<file path="config.mk">
export PLATFORM = sky130hd
export DESIGN_NAME = huc6280_timer_irq
export DESIGN_NICKNAME = d
export VERILOG_FILES = /design/src/rtl/huc6280_timer_irq.sv
export SDC_FILE = /design/constraint.sdc
export NUM_CORES = 1
export LEC_CHECK = 0
export BUFFER_PORTS_ARGS = -buffer_cell sky130_fd_sc_hd__buf_2
export CORE_MARGIN = 8
export CORE_UTILIZATION = 40
export CTS_CLUSTER_DIAMETER = 200
export DETAILED_ROUTE_END_ITERATION = 10
export GPL_ROUTABILITY_DRIVEN = 0
export HOLD_SLACK_MARGIN = 0.06
export PLACE_DENSITY = 0.73
export SLEW_MARGIN = 20
export SYNTH_ARGS = -nofsm -noshare
export SYNTH_HDL_FRONTEND = slang
export SYNTH_SLANG_ARGS = --single-unit
</file>
<file path="constraint.sdc">
create_clock -name clk -period 1.8 [get_ports clk]
set_input_delay 0.18 -clock clk [delete_from_list [all_inputs] [get_ports clk]]
set_output_delay 0.18 -clock clk [all_outputs]
set_load 0.02 [all_outputs]
</file>
<file path="src/rtl/huc6280_timer_irq.sv">
// huc6280_timer_irq: CPU-bus timer and interrupt controller; drives the level IRQ from the timer and two external lines
module huc6280_timer_irq #(
    parameter logic [15:0] TIMER_BASE = 16'h0C00,
    parameter logic [15:0] IRQ_BASE   = 16'h1400,
    parameter int          PRESCALE   = 1024
) (
    input  logic        clk,
    input  logic        reset,
    input  logic [15:0] addr,
    input  logic        we,
    input  logic [7:0]  dIn,
    output logic [7:0]  dOut,
    output logic        hit,
    input  logic [1:0]  irq_ext,
    output logic        irq,
    output logic        tiq
);
    localparam int PW = $clog2(PRESCALE);
    localparam logic [PW-1:0] PMAX = PW'(PRESCALE - 1);
    localparam logic [15:0] A_CTL = TIMER_BASE + 16'd1;
    localparam logic [15:0] A_MSK = IRQ_BASE + 16'd2;
    localparam logic [15:0] A_ACK = IRQ_BASE + 16'd3;
    logic [6:0]    reload, counter;
    logic [PW-1:0] prescaler;
    logic [2:0]    mask;
    logic          enable, tiq_pend;
    logic          sel_cnt, sel_ctl, sel_msk, sel_ack, rd_hit, unused_d7;
    logic [7:0]    rd_data;
    assign sel_cnt   = addr == TIMER_BASE;
    assign sel_ctl   = addr == A_CTL;
    assign sel_msk   = addr == A_MSK;
    assign sel_ack   = addr == A_ACK;
    assign rd_hit    = !we && (sel_cnt || sel_ctl || sel_msk || sel_ack);
    assign unused_d7 = dIn[7];
    assign tiq       = tiq_pend;
    always_comb begin
        rd_data = !rd_hit                ? 8'h00 :
                  (sel_cnt || sel_ctl)   ? {1'b0, counter} :
                  sel_msk                ? {5'b0, mask} :
                                           {5'b0, tiq_pend, irq_ext};
    end
    always_ff @(posedge clk) begin
        if (reset) begin
            reload    <= '0;
            counter   <= '0;
            enable    <= 1'b0;
            prescaler <= PMAX;
            mask      <= '0;
            tiq_pend  <= 1'b0;
            dOut      <= '0;
            hit       <= 1'b0;
            irq       <= 1'b0;
        end else begin
            dOut <= rd_data;
            hit  <= rd_hit;
            irq  <= |({tiq_pend, irq_ext} & ~mask);
            if (we && sel_cnt) reload <= dIn[6:0];
            if (we && sel_msk) mask <= dIn[2:0];
            if (we && sel_ack) tiq_pend <= 1'b0;
            if (we && sel_ctl) enable <= dIn[0];
            // Underflow below is written after the ack so a coincident set wins
            if (we && sel_ctl && dIn[0] && !enable) begin
                counter   <= reload;
                prescaler <= PMAX;
            end else if (enable) begin
                if (prescaler != '0) begin
                    prescaler <= prescaler - 1'b1;
                end else begin
                    prescaler <= PMAX;
                    if (counter != '0) begin
                        counter <= counter - 1'b1;
                    end else begin
                        counter  <= reload;
                        tiq_pend <= 1'b1;
                    end
                end
            end
        end
    end
endmodule

</file>
==> qor.txt <==
vias per cell = 5.35
Final Net Count = 291
share of cells above drive strength 1 = 0.317
Synth Register Bits = 38
period utilization = 0.943
initial antenna violation count = 0
Startpoint Class = flop
kind of critical path = reg -> reg
vias = 1675
die area = 0.00732 mm²
r2r setup slk = 0.10 ns
clk root buf = clkbuf_8
FILL cells = 430
Fin Setup TNS = 0 ns
Data arrival, critical path = 1.90 ns
status = finished, final reports clean
Crit-path slowest cell = dfxtp_1
post-synthesis mux area share = 0.0730
commonest non-fill, non-tap cell in the layout = dfxtp_1
crit-path cells = inv_1 > ha_1 > nor4b_4 > buf_4 > and3_4 > o21ai_0 > a221oi_2
synthesized area = 0.00194 mm²
crit path time final = 1.70 ns
Max VDD drop = 0.000379 V
Final HPWL DP = 3.29 mm
Clock Latency Late Sink = 0.29 ns
post-synthesis sequential area ratio = 0.393
Reg clk slew, reported paths = 0.07 ns
Reg2Reg Capture Point = counter[1]
synthesized netlist cell count = 207
Die Width = 85.6 µm
GRT Resource Usage Total = 0.122
Antenna Cells = 0
Synth Area in Compound Gates = 0.123
final hold vios = 0
Static Leak = 0.000995 µW
TritonCTS clock tree = built
H-tree levels = 2
P per Cell Area = 744 mW/mm²
final setup fails = 0
Port Buf Inserts = 37
cell count of the worst reg-to-reg path = 7
Post-synth EDFFs = 0
final WL = 4.48 mm
ys async rst share = 0
Buf/Inv on CP = 2
Post-DRT Antenna Nets = 0
ys flop type = dfxtp_1
post-synthesis simple-gate area fraction = 0.303
Min-Delay Path Class = in -> reg
Core Footprint = 0.00469 mm²
first-pass GRT wire length = 7.28 mm
Synth area leaders = dfxtp_1 (39%), mux2i_1 (6.7%), nand2_1 (4.5%)
Post-Synth Adder-Cell Area = 0.0259
cell family with most CP delay = simple AND/OR/NAND/NOR gates
reg-to-reg critical path startpoint = prescaler[0]
DRC = 0
post-synthesis xor/xnor area fraction = 0.0317
Syn-to-layout area delta = 26.2%
Crit path required time = 2.01 ns
largest buffer count on any clock path = 2
total congestion overflow = 0
final instance area = 0.00244 mm²
largest net degree at the start of global routing = 15
Critical Path End Type = flop
Num CTS Buffers = 5
placed cell area = 0.00225 mm²
starting density of the core = 0.413
Die Y = 85.6 µm
CP peak stage delay = 0.33 ns
number of global-route vias before repair = 1573
number of max-cap violations = 0
top-area cell type share of the netlist area = 0.393
Total Power = 1820 µW
Hold Path End = reload[3]
most frequent cells in the layout = dfxtp_1 (38), buf_2 (37), nand2_1 (23)
hold_sp = dIn[3]
hold_buf cts = 0
dominant cell type by area after synthesis = dfxtp_1
Worst Path Max Fanout = 6
Fmax = 589 MHz
YS warnings = 0
DRT iter0 DRCs = 122
routed length per placed instance = 14.3 µm
hold depth = 3
RSZ-0062 raised after global routing = false
CTS Sinks = 38
Slew Limit Fails = 0
DR pass1 iterations = 4
final hold slack = 0.120 ns
Netlist cell types = 48
Synth Net Count = 240
largest family of logic cells by synthesized area = simple AND/OR/NAND/NOR gates
clk_skew = 0.00512 ns
synthesized area per cell = 9.35 µm²
io pins = 40
Row Count = 25
==> kinds of logic (layout without fill, tap and decap cells) <==
family          Yosys count  count (layout)
xor+xnor                  7               7
simple gates             94              94
other cells               1               1
mux                      14              14
fa+ha+maj                 4               4
buf+inv                  21              73
flops                    38              38
compound gates           28              28
==> final cells by class <==
cell class / count / area, µm² / area share
Multi-Input combinational cell: 148 / 1110 / 0.453
Sequential cell: 38 / 761 / 0.311
Clock buffer: 6 / 82.6 / 0.0338
Clock inverter: 2 / 60.1 / 0.0246
Timing Repair Buffer: 54 / 325 / 0.133
Tap cell: 54 / 67.6 / 0.0276
Inverter: 11 / 41.3 / 0.0169
==> worst register-to-register path: stages, from the launching register on <==
cell      delay [ns]
dfxtp_1         0.33
inv_1           0.09
ha_1            0.15
nor4b_4         0.28
buf_4           0.19
and3_4          0.22
o21ai_0         0.12
a221oi_2        0.23
==> repair_timing <==
item / in CTS / in global routing
gates resized for setup: 0 / 6
setup buffers: 0 / 2
setup endpoints to repair: 0 / 10
==> where the power goes <==
part / total, µW / internal [µW] / switching (µW)
registers: 842 / 841 / 0.277
logic: 89.0 / 38.9 / 50.1
clock network: 888 / 591 / 297
==> worst max path at each step <==
stage	startpoint	endpoint	slack [ns]	cells past startpoint
2_1_floorplan	prescaler[0]	counter[3]	0.06	7
3_3_place_gp	addr[3]	counter[4]	0.06	6
3_5_place_dp	addr[3]	counter[4]	0.04	6
4_1_cts	prescaler[1]	counter[1]	0.02	7
5_1_grt	prescaler[0]	counter[5]	0.006	8
6_report	prescaler[0]	counter[1]	0.10	7
==> metrics by stage <==
step                      std cells  utilization  setup slack, ns
after global routing            313        0.521          0.00647
final                           313        0.521            0.103
after CTS                       311        0.511           0.0187
after global placement          303        0.480           0.0625
after floorplan                 207            -           0.0618
after detailed placement        303        0.480           0.0423
==> sequential cells by signal, summed over array words and instances, names as in the netlist, 3 cells and up <==
name / count
dOut: 7
reload: 7
prescaler: 10
mask: 3
counter: 7
==> cell usage after synthesis, types with 4 or more instances <==
| cell | instances |
|---|---|
| nor4b_1 | 4 |
| inv_1 | 11 |
| dfxtp_1 | 38 |
| o21ai_0 | 4 |
| xnor2_1 | 4 |
| ha_1 | 4 |
| nand2_1 | 23 |
| a21oi_1 | 5 |
| clkbuf_1 | 6 |
| mux2i_1 | 13 |
| nand3_1 | 11 |
| nor2_1 | 19 |
| nor3_1 | 9 |
| a31oi_1 | 5 |
==> routing by layer <==
layer	GRT usage	part of all wire	routed length, µm
met1	0.143	0.44	1990
met2	0.200	0.48	2140
met3	0.0353	0.056	250
met4	0.0541	0.021	94
met5	0	0	0
Note: power is estimated with default switching activity, not from simulation.
